--- src/rtl/matrix_alu_sequencer_pkg.sv ---
// Shared definitions for the matrix ALU sequencer: data widths, ALU opcodes, FSM encoding.
package matrix_alu_sequencer_pkg;

  localparam int unsigned MATRIX_W = 256;
  localparam int unsigned ELEM_W   = 4;
  localparam int unsigned OP_W     = 4;

  // Opcodes of the combinational `arithmetic` ALU
  localparam logic [OP_W-1:0] OP_MUL = 4'd0;
  localparam logic [OP_W-1:0] OP_ADD = 4'd1;
  localparam logic [OP_W-1:0] OP_SUB = 4'd2;
  localparam logic [OP_W-1:0] OP_SDC = 4'd3;
  localparam logic [OP_W-1:0] OP_SRR = 4'd4;
  localparam logic [OP_W-1:0] OP_SUC = 4'd5;
  localparam logic [OP_W-1:0] OP_SLR = 4'd6;

  localparam logic [1:0] ST_IDLE  = 2'd0;
  localparam logic [1:0] ST_READ  = 2'd1;
  localparam logic [1:0] ST_EXEC  = 2'd2;
  localparam logic [1:0] ST_WRITE = 2'd3;

  function automatic logic op_legal(input logic [OP_W-1:0] op);
    case (op)
      OP_MUL, OP_ADD, OP_SUB, OP_SDC, OP_SRR, OP_SUC, OP_SLR: op_legal = 1'b1;
      default:                                                op_legal = 1'b0;
    endcase
  endfunction

endpackage

--- src/rtl/matrix_regfile.sv ---
// Matrix register file: one write port, two operand read ports and a host read port.
module matrix_regfile
  import matrix_alu_sequencer_pkg::*;
#(
  parameter int unsigned NUM_REGS = 4,
  parameter int unsigned AW       = 2
) (
  input  logic                clk,
  input  logic                rst,
  input  logic                we_i,
  input  logic [AW-1:0]       waddr_i,
  input  logic [MATRIX_W-1:0] wdata_i,
  input  logic [AW-1:0]       raddr1_i,
  input  logic [AW-1:0]       raddr2_i,
  input  logic [AW-1:0]       haddr_i,
  output logic [MATRIX_W-1:0] rdata1_o,
  output logic [MATRIX_W-1:0] rdata2_o,
  output logic [MATRIX_W-1:0] hrdata_o
);

  logic [MATRIX_W-1:0] regs_q [NUM_REGS];

  always_ff @(posedge clk) begin
    if (rst) begin
      for (int unsigned i = 0; i < NUM_REGS; i++) begin
        regs_q[i] <= '0;
      end
    end else if (we_i) begin
      regs_q[waddr_i] <= wdata_i;
    end
  end

  assign rdata1_o = regs_q[raddr1_i];
  assign rdata2_o = regs_q[raddr2_i];
  assign hrdata_o = regs_q[haddr_i];

endmodule

--- src/rtl/matrix_alu_sequencer.sv ---
// Multi-cycle controller for the combinational 8x8x4-bit matrix ALU: fetches operands from
// the register file, waits the ALU settle time and writes the result back.
module matrix_alu_sequencer
  import matrix_alu_sequencer_pkg::*;
#(
  parameter int unsigned NUM_REGS = 4,
  parameter int unsigned AW       = 2,
  parameter int unsigned EXEC_LAT = 1,
  parameter int unsigned MUL_LAT  = 2
) (
  input  logic                clk,
  input  logic                rst,
  input  logic                instr_valid,
  output logic                instr_ready,
  input  logic [OP_W-1:0]     instr_opcode,
  input  logic [AW-1:0]       instr_src1,
  input  logic [AW-1:0]       instr_src2,
  input  logic [AW-1:0]       instr_dst,
  input  logic                host_we,
  input  logic [AW-1:0]       host_addr,
  input  logic [MATRIX_W-1:0] host_wdata,
  output logic [MATRIX_W-1:0] host_rdata,
  output logic [OP_W-1:0]     alu_opcode,
  output logic [MATRIX_W-1:0] alu_matrix1,
  output logic [MATRIX_W-1:0] alu_matrix2,
  input  logic [MATRIX_W-1:0] alu_matrixr,
  output logic                busy,
  output logic                done,
  output logic                err
);

  localparam int unsigned MAX_LAT = (MUL_LAT > EXEC_LAT) ? MUL_LAT : EXEC_LAT;
  localparam int unsigned CNT_W   = $clog2(MAX_LAT + 1);

  logic [1:0]          state_q, state_d;
  logic [CNT_W-1:0]    cnt_q, cnt_d;
  logic [OP_W-1:0]     op_q, op_d;
  logic [OP_W-1:0]     alu_op_q, alu_op_d;
  logic [AW-1:0]       src1_q, src1_d, src2_q, src2_d, dst_q, dst_d;
  logic [MATRIX_W-1:0] m1_q, m1_d, m2_q, m2_d, res_q, res_d;

  logic                accept;
  logic                rf_we;
  logic [AW-1:0]       rf_waddr;
  logic [MATRIX_W-1:0] rf_wdata, rd1, rd2;

  assign accept = instr_valid && instr_ready;

  // Single write port: a host write always takes precedence over the write-back
  assign rf_we    = host_we || (state_q == ST_WRITE);
  assign rf_waddr = host_we ? host_addr  : dst_q;
  assign rf_wdata = host_we ? host_wdata : res_q;

  matrix_regfile #(
    .NUM_REGS (NUM_REGS),
    .AW       (AW)
  ) u_regfile (
    .clk      (clk),
    .rst      (rst),
    .we_i     (rf_we),
    .waddr_i  (rf_waddr),
    .wdata_i  (rf_wdata),
    .raddr1_i (src1_q),
    .raddr2_i (src2_q),
    .haddr_i  (host_addr),
    .rdata1_o (rd1),
    .rdata2_o (rd2),
    .hrdata_o (host_rdata)
  );

  always_ff @(posedge clk) begin
    if (rst) begin
      state_q  <= ST_IDLE;
      cnt_q    <= '0;
      op_q     <= '0;
      alu_op_q <= '0;
      src1_q   <= '0;
      src2_q   <= '0;
      dst_q    <= '0;
      m1_q     <= '0;
      m2_q     <= '0;
      res_q    <= '0;
    end else begin
      state_q  <= state_d;
      cnt_q    <= cnt_d;
      op_q     <= op_d;
      alu_op_q <= alu_op_d;
      src1_q   <= src1_d;
      src2_q   <= src2_d;
      dst_q    <= dst_d;
      m1_q     <= m1_d;
      m2_q     <= m2_d;
      res_q    <= res_d;
    end
  end

  always_comb begin
    state_d  = state_q;
    cnt_d    = cnt_q;
    op_d     = op_q;
    alu_op_d = alu_op_q;
    src1_d   = src1_q;
    src2_d   = src2_q;
    dst_d    = dst_q;
    m1_d     = m1_q;
    m2_d     = m2_q;
    res_d    = res_q;
    case (state_q)
      ST_IDLE: begin
        if (accept) begin
          op_d    = instr_opcode;
          src1_d  = instr_src1;
          src2_d  = instr_src2;
          dst_d   = instr_dst;
          state_d = ST_READ;
        end
      end
      ST_READ: begin
        m1_d     = rd1;
        m2_d     = rd2;
        alu_op_d = op_q;
        cnt_d    = (op_q == OP_MUL) ? CNT_W'(MUL_LAT) : CNT_W'(EXEC_LAT);
        state_d  = op_legal(op_q) ? ST_EXEC : ST_IDLE;
      end
      ST_EXEC: begin
        if (cnt_q == CNT_W'(1)) begin
          res_d   = alu_matrixr;
          state_d = ST_WRITE;
        end else begin
          cnt_d = cnt_q - CNT_W'(1);
        end
      end
      ST_WRITE: begin
        if (!host_we) state_d = ST_IDLE;
      end
      default: state_d = ST_IDLE;
    endcase
  end

  assign instr_ready = (state_q == ST_IDLE) && !host_we;
  assign busy        = (state_q != ST_IDLE);
  assign done        = (state_q == ST_WRITE) && !host_we;
  assign err         = (state_q == ST_READ) && !op_legal(op_q);
  assign alu_opcode  = alu_op_q;
  assign alu_matrix1 = m1_q;
  assign alu_matrix2 = m2_q;

endmodule

--- config.mk ---
export PLATFORM = sky130hd
export DESIGN_NAME = matrix_alu_sequencer
export DESIGN_NICKNAME = d
export VERILOG_FILES = /design/src/rtl/matrix_alu_sequencer_pkg.sv /design/src/rtl/matrix_regfile.sv /design/src/rtl/matrix_alu_sequencer.sv
export SDC_FILE = /design/constraint.sdc
export NUM_CORES = 2
export LEC_CHECK = 0
export CORE_AREA = 2 2 515 517
export DETAILED_ROUTE_END_ITERATION = 16
export DIE_AREA = 0 0 517 519
export GPL_TIMING_DRIVEN = 0
export PLACE_DENSITY = 0.61
export SYNTH_ARGS = -nofsm -noshare
export SYNTH_HDL_FRONTEND = slang
export SYNTH_HIERARCHICAL = 1
export SYNTH_SLANG_ARGS = --single-unit
--- constraint.sdc ---
create_clock -name clk -period 19.5 [get_ports clk]
set_clock_uncertainty 0.2 [all_clocks]
set_input_delay 2.925 -clock clk [delete_from_list [all_inputs] [get_ports clk]]
set_output_delay 2.925 -clock clk [all_outputs]
set_load 0.03 [all_outputs]
==> impl_metrics.json <==
{
  "status": "complete, no violations",
  "setup_viol": 0,
  "slew_headroom_pct": 1.99,
  "design_area_um2": 112000,
  "whs_ns": 0.250,
  "overflow": 0,
  "pwr-share-seq_pct": 44.6,
  "slowest_delay_ns": 1.13,
  "synth_seq_cells": 1810,
  "synth_most_common_cell": "nand2_1",
  "switching_share_pct": 27.0,
  "io_pins": 1304,
  "final_antenna_net_count": 0,
  "hp-class": "reg -> reg",
  "worstHoldEndpoint": "res_q[196]",
  "drv_cap": 0,
  "critPathMostFrequentCell": "clkdlybuf4s50_1",
  "crit_path_cell_trace": "clkdlybuf4s50_1 > clkbuf_1 > buf_2 > mux4_2 > clkdlybuf4s50_1",
  "htreeDepth": 4,
  "power_density_nw_per_um2": 86.7,
  "ys_types": 34,
  "synthFlopType": "edfxtp_1",
  "numPortBuffers": 1303,
  "first_pass_iters": 6,
  "hold_start": "res_q[196]",
  "grt_max_degree": 48,
  "p_leak_nw": 38.5,
  "dp_slack_ns": 9.79,
  "switchingPower_w": 0.00262,
  "rr_worst_depth": 9,
  "die_w_um": 517,
  "path_class": "in -> out",
  "yosysSeqAreaShare_pct": 53.8,
  "cp.required_ns": 16.38,
  "rows": 189,
  "worst_setup_path_end_kind": "primary output",
  "fin_cells": 12100,
  "cp.buffers_inverters": 4,
  "async_flop_share_pct": 0,
  "grt.total_usage_pct": 26.5,
  "vias": 64700,
  "die_y_um": 519,
  "cts_hold_buffers": 0,
  "antenna_found_initial": 108,
  "wl_per_cell_um": 30.2,
  "start_kind": "primary input",
  "rrSetupSlack_ns": 15.77,
  "drcViolationCount": 0,
  "synth_edf_count": 1024,
  "period_needed_ns": 9.77,
  "min_path_cells": 2,
  "synth_top_area_share_pct": 35.6,
  "clk_path_buf_depth": 3,
  "dieArea_um2": 268000,
  "syn-num-nets": 7356,
  "clock_sinks": 1810,
  "regArea_um2": 46500,
  "critPathMaxFanout": 10,
  "place_hpwl_um": 279000,
  "syn_area_per_cell_um2": 12.7,
  "fin_setup_tns_ns": 0,
  "drive_above_1_share_pct": 21.2,
  "grt_pass1_wl_um": 498000,
  "max_freq_mhz": 102,
  "cts_tree": "built",
  "slowest_stage": "clkbuf_1",
  "syn2layout_area_growth_pct": 29.4,
  "finalCritPeriodShare_pct": 50.1,
  "netlist_area_um2": 86400,
  "crit_arrival_ns": 6.64,
  "worstSkewPairLatency_ns": 0.87,
  "path_clk_slew_ns": 0.05,
  "r2r-end": "u_regfile/regs_q[2][128]",
  "synthCells": 6827,
  "place_area_um2": 105000,
  "fin_nets": 8904,
  "post_cts_resized": 0,
  "synth_area_leaders": "edfxtp_1 36%, mux4_2 20%, dfxtp_1 18%",
  "hold_viol": 0,
  "n_fill_cell": 24600,
  "clockRootBuffer": "clkbuf_16",
  "pwr-share-comb_pct": 15.4,
  "synth_largest_area_cell": "edfxtp_1",
  "wirelength_um": 367000,
  "grt_pass1_vias": 63900,
  "drv_slew": 0,
  "core_um2": 263000,
  "p_int_w": 0.00708,
  "multiInputGateArea_um2": 36700,
  "worst_slew_pin_slew_ns": 1.47,
  "peakVddDrop_mv": 0.0895,
  "routed_via_density": 5.33,
  "r2r_start": "state_q[0]",
  "pwr-share-clk_pct": 39.9,
  "gp_congestion": 0.946,
  "ys.warnings.count": 6,
  "postCtsSetupBuffers": 0,
  "initial_core_util_pct": 32.8,
  "fin_ws_ns": 9.73,
  "post-place-cells": 11700,
  "drtIter0Drc": 7050,
  "yosys-top-cells-count": "1,567 x nand2_1, 1,024 x and2_1, 1,024 x edfxtp_1",
  "cpLargestDelayFamily": "buffers and inverters",
  "rsz0062_at_grt": "false",
  "cts_buffers": 199
}
## state kept, by name (all words and copies together) (netlist names), named ones only
register          flops
alu_matrix1         256
alu_matrix2         256
alu_opcode            4
cnt_q                 2
dst_q                 2
op_q                  4
res_q               256
src1_q                2
src2_q                2
state_q               1
u_regfile/regs_q   1024
## layout by cell type (no fill, tap or decap), drive strengths merged
master	count
a21oi	785
nor4	1
clkdlybuf4s50	1303
and2	1024
bufinv	10
a311oi	1
a31o	2
o21ai	3
edfxtp	1024
nor2b	3
nand2b	3
ha	1
or3	1
nor4b	2
mux4	768
and4bb	2
diode	49
clkinv	56
o21bai	2
a31oi	2
nand2	1567
mux2	259
clkinvlp	1
or2	1
or4b	1
buf	392
inv	14
dfxtp	786
clkbuf	529
nand3b	1
o21a	1
a211oi	1
nor2	6
and3b	1
## power by group through the flow
stage	clock network [W]	logic [W]	registers, W
global placement	0	0.00146	0.00448
detailed placement	0	0.00149	0.00441
CTS	0.00393	0.00150	0.00432
global route	0.00407	0.00155	0.00435
floorplan	0	0.000729	0.00447
finish	0.00387	0.00149	0.00433
## through the flow
stage / utilization (%) / total power, W
CTS: 42.4 / 0.00975
global route: 42.4 / 0.00997
floorplan: - / 0.00520
finish: 42.4 / 0.00969
detailed placement: 39.8 / 0.00590
global placement: 39.4 / 0.00594
## worst max-delay path by stage
stage / from / end / depth (start not counted) / slack, ns
2_1_floorplan: host_we / u_regfile/regs_q[0][0] / 5 / 2.69
3_3_place_gp: host_we / u_regfile/regs_q[0][125] / 6 / -12.74
3_5_place_dp: host_addr[1] / host_rdata[176] / 5 / 9.79
4_1_cts: host_addr[1] / host_rdata[176] / 5 / 9.78
5_1_grt: host_addr[1] / host_rdata[118] / 5 / 9.77
6_report: host_addr[1] / host_rdata[118] / 5 / 9.73
## cell families (layout without fill, tap and decap cells)
group / Yosys count / after routing / synth area share (%)
mux: 1027 / 1027 / 23.4
other cells: 0 / 49 / 0
flops: 1810 / 1810 / 53.8
buf+inv: 579 / 2305 / 3.75
compound gates: 797 / 797 / 4.64
simple gates: 2613 / 2613 / 14.4
fa+ha+maj: 1 / 1 / 0.0145
## worst min-delay path, delay by kind of cell, from the launching register on
family / cells / cell delay (ns)
flip-flops: 1 / 0.30
AO/OA/AOI/OAI: 1 / 0.05
AND/OR/NAND/NOR: 1 / 0.05
## metal layers
metal | global-route usage [%] | up-vias | wire, um
met1 | 33.8 | 33000 | 141000
met2 | 41.3 | 3178 | 168000
met4 | 11.9 | 60 | 17200
li1 | - | 27900 | -
met3 | 8.21 | 595 | 40000
met5 | 0 | - | 374
## layout make-up
type,count,area share (%)
sequential,1810,41.6
multi-input combinational,4438,32.9
timing repair buffer,1347,12.6
clock buffer,301,5.28
tap,3533,3.95
buffer,576,2.90
clock inverter,78,0.714
antenna,49,0.110
inverter,3,0.0101
No activity file was read; power rests on OpenSTA's default activity.
